<file path="src/rtl/divider_iterative_pkg.sv">
// rtl/divider_iterative_pkg.sv - shared M-extension opcodes, divider state type and helpers
package divider_iterative_pkg;

    localparam logic [1:0] OP_MUL    = 2'b00;
    localparam logic [1:0] OP_MULH   = 2'b01;
    localparam logic [1:0] OP_MULHSU = 2'b10;
    localparam logic [1:0] OP_MULHU  = 2'b11;

    localparam logic [1:0] OP_DIV    = 2'b00;
    localparam logic [1:0] OP_DIVU   = 2'b01;
    localparam logic [1:0] OP_REM    = 2'b10;
    localparam logic [1:0] OP_REMU   = 2'b11;

    typedef enum logic [1:0] {
        IDLE   = 2'd0,
        CALC   = 2'd1,
        FINISH = 2'd2,
        DONE   = 2'd3
    } div_state_t;

    // Negation is done in 33 bits so that 0x80000000 yields magnitude 2^31, not a corrupted value.
    function automatic logic [31:0] abs_mag(input logic [31:0] x);
        logic [32:0] wide;
        wide = {x[31], x};
        if (x[31]) begin
            wide = ~wide + 33'd1;
        end
        return wide[31:0];
    endfunction

endpackage

</file>
<file path="src/rtl/divider_iterative.sv">
// rtl/divider_iterative.sv - iterative restoring divider, one quotient bit per cycle
module divider_iterative
    import divider_iterative_pkg::*;
(
    input  logic        clk,
    input  logic        rst_n,
    input  logic        startE,
    input  logic [1:0]  div_opcode,
    input  logic [31:0] operand1,
    input  logic [31:0] operand2,
    output logic [31:0] result_divide,
    output logic        done,
    output logic        div_use
);

    div_state_t  state_q, state_d;
    logic [4:0]  cnt_q, cnt_d;
    logic [31:0] dvd_q, dvd_d;
    logic [31:0] dvs_q, dvs_d;
    logic [31:0] rem_q, rem_d;
    logic        is_rem_q, is_rem_d;
    logic        neg_quo_q, neg_quo_d;
    logic        neg_rem_q, neg_rem_d;
    logic        spec_q, spec_d;
    logic [31:0] spec_res_q, spec_res_d;
    logic [31:0] result_q, result_d;
    logic        done_q, done_d;
    logic        div_use_q, div_use_d;

    logic        start_signed;
    logic        start_rem;
    logic        div_zero;
    logic        signed_ovf;
    logic [32:0] shifted;
    logic [32:0] trial;

    assign start_signed = ~div_opcode[0];
    assign start_rem    = div_opcode[1];
    assign div_zero     = (operand2 == 32'd0);
    assign signed_ovf   = start_signed && (operand1 == 32'h8000_0000) && (operand2 == 32'hFFFF_FFFF);

    always_comb begin
        state_d    = state_q;
        cnt_d      = cnt_q;
        dvd_d      = dvd_q;
        dvs_d      = dvs_q;
        rem_d      = rem_q;
        is_rem_d   = is_rem_q;
        neg_quo_d  = neg_quo_q;
        neg_rem_d  = neg_rem_q;
        spec_d     = spec_q;
        spec_res_d = spec_res_q;
        result_d   = result_q;
        done_d     = 1'b0;
        div_use_d  = div_use_q;
        shifted    = {rem_q, dvd_q[31]};
        trial      = shifted - {1'b0, dvs_q};

        case (state_q)
            IDLE: begin
                if (startE) begin
                    is_rem_d  = start_rem;
                    neg_quo_d = start_signed && (operand1[31] ^ operand2[31]);
                    neg_rem_d = start_signed && operand1[31];
                    dvd_d     = start_signed ? abs_mag(operand1) : operand1;
                    dvs_d     = start_signed ? abs_mag(operand2) : operand2;
                    rem_d     = 32'd0;
                    cnt_d     = 5'd0;
                    div_use_d = 1'b1;
                    spec_d    = div_zero || signed_ovf;
                    if (div_zero) begin
                        spec_res_d = start_rem ? operand1 : 32'hFFFF_FFFF;
                    end else begin
                        spec_res_d = start_rem ? 32'd0 : 32'h8000_0000;
                    end
                    state_d = (div_zero || signed_ovf) ? FINISH : CALC;
                end
            end
            CALC: begin
                // dvd doubles as the quotient shift register: dividend bits leave at the top, quotient bits enter at the bottom.
                if (!trial[32]) begin
                    rem_d = trial[31:0];
                    dvd_d = {dvd_q[30:0], 1'b1};
                end else begin
                    rem_d = shifted[31:0];
                    dvd_d = {dvd_q[30:0], 1'b0};
                end
                cnt_d = cnt_q + 5'd1;
                if (cnt_q == 5'd31) begin
                    state_d = FINISH;
                end
            end
            FINISH: begin
                if (spec_q) begin
                    result_d = spec_res_q;
                end else if (is_rem_q) begin
                    result_d = neg_rem_q ? (32'd0 - rem_q) : rem_q;
                end else begin
                    result_d = neg_quo_q ? (32'd0 - dvd_q) : dvd_q;
                end
                done_d    = 1'b1;
                div_use_d = 1'b0;
                state_d   = DONE;
            end
            DONE: begin
                state_d = IDLE;
            end
            default: begin
                state_d = IDLE;
            end
        endcase
    end

    always_ff @(posedge clk or negedge rst_n) begin
        if (!rst_n) begin
            state_q    <= IDLE;
            cnt_q      <= 5'd0;
            dvd_q      <= 32'd0;
            dvs_q      <= 32'd0;
            rem_q      <= 32'd0;
            is_rem_q   <= 1'b0;
            neg_quo_q  <= 1'b0;
            neg_rem_q  <= 1'b0;
            spec_q     <= 1'b0;
            spec_res_q <= 32'd0;
            result_q   <= 32'd0;
            done_q     <= 1'b0;
            div_use_q  <= 1'b0;
        end else begin
            state_q    <= state_d;
            cnt_q      <= cnt_d;
            dvd_q      <= dvd_d;
            dvs_q      <= dvs_d;
            rem_q      <= rem_d;
            is_rem_q   <= is_rem_d;
            neg_quo_q  <= neg_quo_d;
            neg_rem_q  <= neg_rem_d;
            spec_q     <= spec_d;
            spec_res_q <= spec_res_d;
            result_q   <= result_d;
            done_q     <= done_d;
            div_use_q  <= div_use_d;
        end
    end

    assign result_divide = result_q;
    assign done          = done_q;
    assign div_use       = div_use_q;

endmodule

</file>
<file path="config.mk">
export PLATFORM = sky130hd
export DESIGN_NAME = divider_iterative
export DESIGN_NICKNAME = d
export VERILOG_FILES = /design/src/rtl/divider_iterative_pkg.sv /design/src/rtl/divider_iterative.sv
export SDC_FILE = /design/constraint.sdc
export NUM_CORES = 1
export LEC_CHECK = 0
export CORE_MARGIN = 2
export CORE_UTILIZATION = 64
export DETAILED_ROUTE_END_ITERATION = 10
export GPL_TIMING_DRIVEN = 0
export PLACE_DENSITY_LB_ADDON = 0.3
export SYNTH_ARGS = -nofsm -noshare
export SYNTH_HDL_FRONTEND = slang
export SYNTH_SLANG_ARGS = --single-unit
export TNS_END_PERCENT = 20
</file>
<file path="constraint.sdc">
create_clock -name clk -period 6.05 [get_ports clk]
set_input_delay 0.9075 -clock clk [delete_from_list [all_inputs] [get_ports clk]]
set_output_delay 0.9075 -clock clk [all_outputs]
set_load 0.02 [all_outputs]
</file>
==> flow_summary.ini <==
[synthesis]
synth_area_leaders = dfrtp_1, o21ai_0, nand2_1
synthXorXnorAreaFrac_pct = 9.85
postSynthCellCount = 1523
synthesis.area_mm2 = 0.0124
netlist-cell-type-count = 75
syn_nets = 1635
synth.yosys.seq_area_share_pct = 35.0
synth.area.mux_share_pct = 4.41
synth_top_area_share_pct = 35.0
synthSimpleGateAreaFrac_pct = 17.5
async_reset_ff_share_pct = 100
yosysWarnings = 0
synth_fa_ha_area_share_pct = 4.41
synth_edf_count = 0
synth_compound_area_share_pct = 24.1
syn-mean-instance-area_um2 = 8.12
ys_seq_elements = 173
synth_top_cell_by_area = dfrtp_1
synth_top_family_by_area = compound AO/OA/AOI/OAI gates
synth_ff_type = dfrtp_1

[grt]
grt_pass1_wl_um = 63400
grt_max_degree = 104
antenna_found_initial = 1
grt_pass1_vias = 11581
grtUsageTotal_pct = 40.7
grt_overflow = 0

[layout]
final_layout_size_suffix_gt1_share_pct = 4.83
antenna_cells = 0
final_nets = 1756
syn_to_final_growth_pct = 15.9
final_util_pct = 76.1

[floorplan]
row_count = 50
fp.dieW_um = 143
coreArea_mm2 = 0.0188
start_util_pct = 65.6
die_area_mm2 = 0.0204
pin_count = 103
die_h_um = 143

[timing]
max_freq_ghz = 0.232
hold_viol_final = 0
hold_slack_ns = 0.482
setup_violations = 0
worstMarginPinSlew_ns = 1.45
max-slew-margin-rel_pct = 2.41
period_minus_slack_ns = 4.31
slew_viol_final = 0
fin_worst_skew_ns = 0.0142
rsz0062_at_grt = no
min_period_over_period_pct = 71.2

[clocking]
htree_levels = 4
ctsHoldBuffers = 0
ctsResizeCount = 0
cts_root_buffer = clkbuf_16
cts_buffers = 17
clkLatencyLatePin_ns = 0.44
cts_buffer_depth = 2
cts_tree = built
post_cts_buffers = 0
cts.sinks = 173
clk_pin_slew_worst_paths_ns = 0.07

[pwr]
p_leak_nw = 6.06
powerDensity_mw_per_mm2 = 575
ir_drop_mv = 0.371

[routing]
drc = 0
final_antenna_net_count = 0
drt_iter0_drc = 1540
routed_wl_um = 41100
vias = 12464
wire_per_inst_um = 21.4
first_pass_iters = 9
viasPerCell = 6.51

[worst_setup_path]
cp.required_ns = 6.40
cp_data_arrival_time_ns = 4.66
path_cells = clkdlybuf4s50_1, inv_1, ha_1, and3b_1, nand2_1, nor3_2, nand2_1, nor4_2, clkbuf_1, o21ai_0, o21ai_0
start_kind = input pin
worstSetupPathType = input pin to flop
critical_path.top_delay_family = simple AND/OR/NAND/NOR gates
path_max_fanout = 10
slowest_stage = nor4_2
crit_path_end_kind = flop
cp_slowest_stage_delay_ns = 1.23
cp_num_buf_inv = 3

[place]
gp_congestion = 1.01
dpl.hpwl_um = 30800
numPortBuffers = 101

[run]
maxCapViolCount = 1

[run_status]
outcome = complete, but fails checks
failed_checks = max-capacitance violations

[min_path]
hp-class = flop to flop
worst paths after layout:
path | start | end | slack [ns] | depth (start not counted)
worst max-delay path | operand2[0] | spec_res_q[12]$_DFFE_PN0P_ | 1.74 | 11
worst min-delay path | dvs_q[19]$_DFFE_PN0P_ | dvs_q[19]$_DFFE_PN0P_ | 0.48 | 2
worst max register to register | dvd_q[31]$_DFFE_PN0P_ | rem_q[30]$_DFFE_PN0P_ | 1.82 | 13
worst min register to register | dvs_q[19]$_DFFE_PN0P_ | dvs_q[19]$_DFFE_PN0P_ | 0.48 | 2
max in group asynchronous | rst_n | done$_DFF_PN0_ | 4.70 | 2
min in group asynchronous | rst_n | rem_q[16]$_DFFE_PN0P_ | 0.52 | 1
synthesized netlist by cell type (all sizes together), types with 3 or more instances:
library cell  instances
clkbuf               77
a21oi               133
xor2                 62
a31oi                 9
o211ai                4
a21o                 18
a22o                  3
nor3b                 4
ha                   42
mux2i                35
buf                  13
a32oi                 7
xnor2                77
and4                  4
or2                   3
nand2b               19
a21boi                3
mux2                 17
nor4                  9
nor2b                10
nor3                 27
a211oi               19
o21a                  7
nand4                15
or3                  17
dfrtp               173
o22ai                 9
nand3                16
o31ai                27
o41ai                17
a211o                 4
and3                  7
nor2                117
inv                  57
o21ai               220
nand2               199
o21bai                5
or4                  12
power breakdown:
| group | total (mW) | internal, mW | switching, mW |
|---|---|---|---|
| registers | 2.04 | 1.58 | 0.459 |
| logic | 5.08 | 1.93 | 3.14 |
| clock network | 1.13 | 0.628 | 0.505 |
| total | 8.24 | 4.14 | 4.11 |
cell families after synthesis:
family	after synthesis
flops	173
buf+inv	147
simple gates	466
mux	52
xor+xnor	139
fa+ha+maj	43
compound gates	503
per-layer routing:
layer	vias up	share of wire [%]	global-route usage (%)	wire length, um
met1	5871	42	57.5	17300
met4	2	3.9	14.0	1610
li1	5655	-	-	-
met5	-	0.019	0	8
met3	133	12	12.2	4750
met2	803	42	59.6	17400
cell usage in the layout, fill, tap and decap left out, types with 6 or more instances in the layout:
master             n
a211oi_1          19
a21o_1            18
a21oi_1          133
a31oi_1            9
a32oi_1            7
and3_1             7
clkbuf_1          77
clkbuf_16         17
clkdlybuf4s50_1  100
dfrtp_1          173
ha_1              42
inv_1             56
mux2_2            14
mux2i_1           35
nand2_1          199
nand2b_1          19
nand3_1           16
nand4_1           14
nor2_1           117
nor2b_1           10
nor3_1            25
nor4_1             6
o21a_1             7
o21ai_0          215
o22ai_1            9
o31ai_1           25
o41ai_1           14
or3_1             13
or4_1             11
xnor2_1           77
xor2_1            62
metrics by stage:
stage	setup TNS (ns)	power [mW]	setup WS [ns]	std cells	instance area, um2
CTS	0	8.06	1.82	1916	14300
global placement	-518.19	6.75	-3.02	1884	13700
detailed placement	0	6.88	1.38	1885	13700
floorplan	0	5.33	2.92	1523	12400
finish	0	8.24	1.74	1916	14300
global route	0	8.73	1.59	1916	14300
worst min-delay path, delay by kind of cell (launching register included):
family,cells,cell delay (ns)
compound gates,1,0.06
flops,1,0.35
simple gates,1,0.04
sequential cells by signal, summed over array words and instances (netlist names), 2 cells and up:
name	count
dvd_q	32
dvs_q	32
rem_q	32
result_divide	32
spec_res_q	32
cnt_q	5
state_q	2
final cells by class:
type	count	area (um2)
inverters	57	214
repair buffers	102	1040
flip-flops and latches	173	4330
plain buffers	90	363
multi-input cells	1203	7450
clock inverters	13	158
fillers	1433	4500
clock buffers	18	439
well taps	260	325
Note: power is estimated with default switching activity, not from simulation.
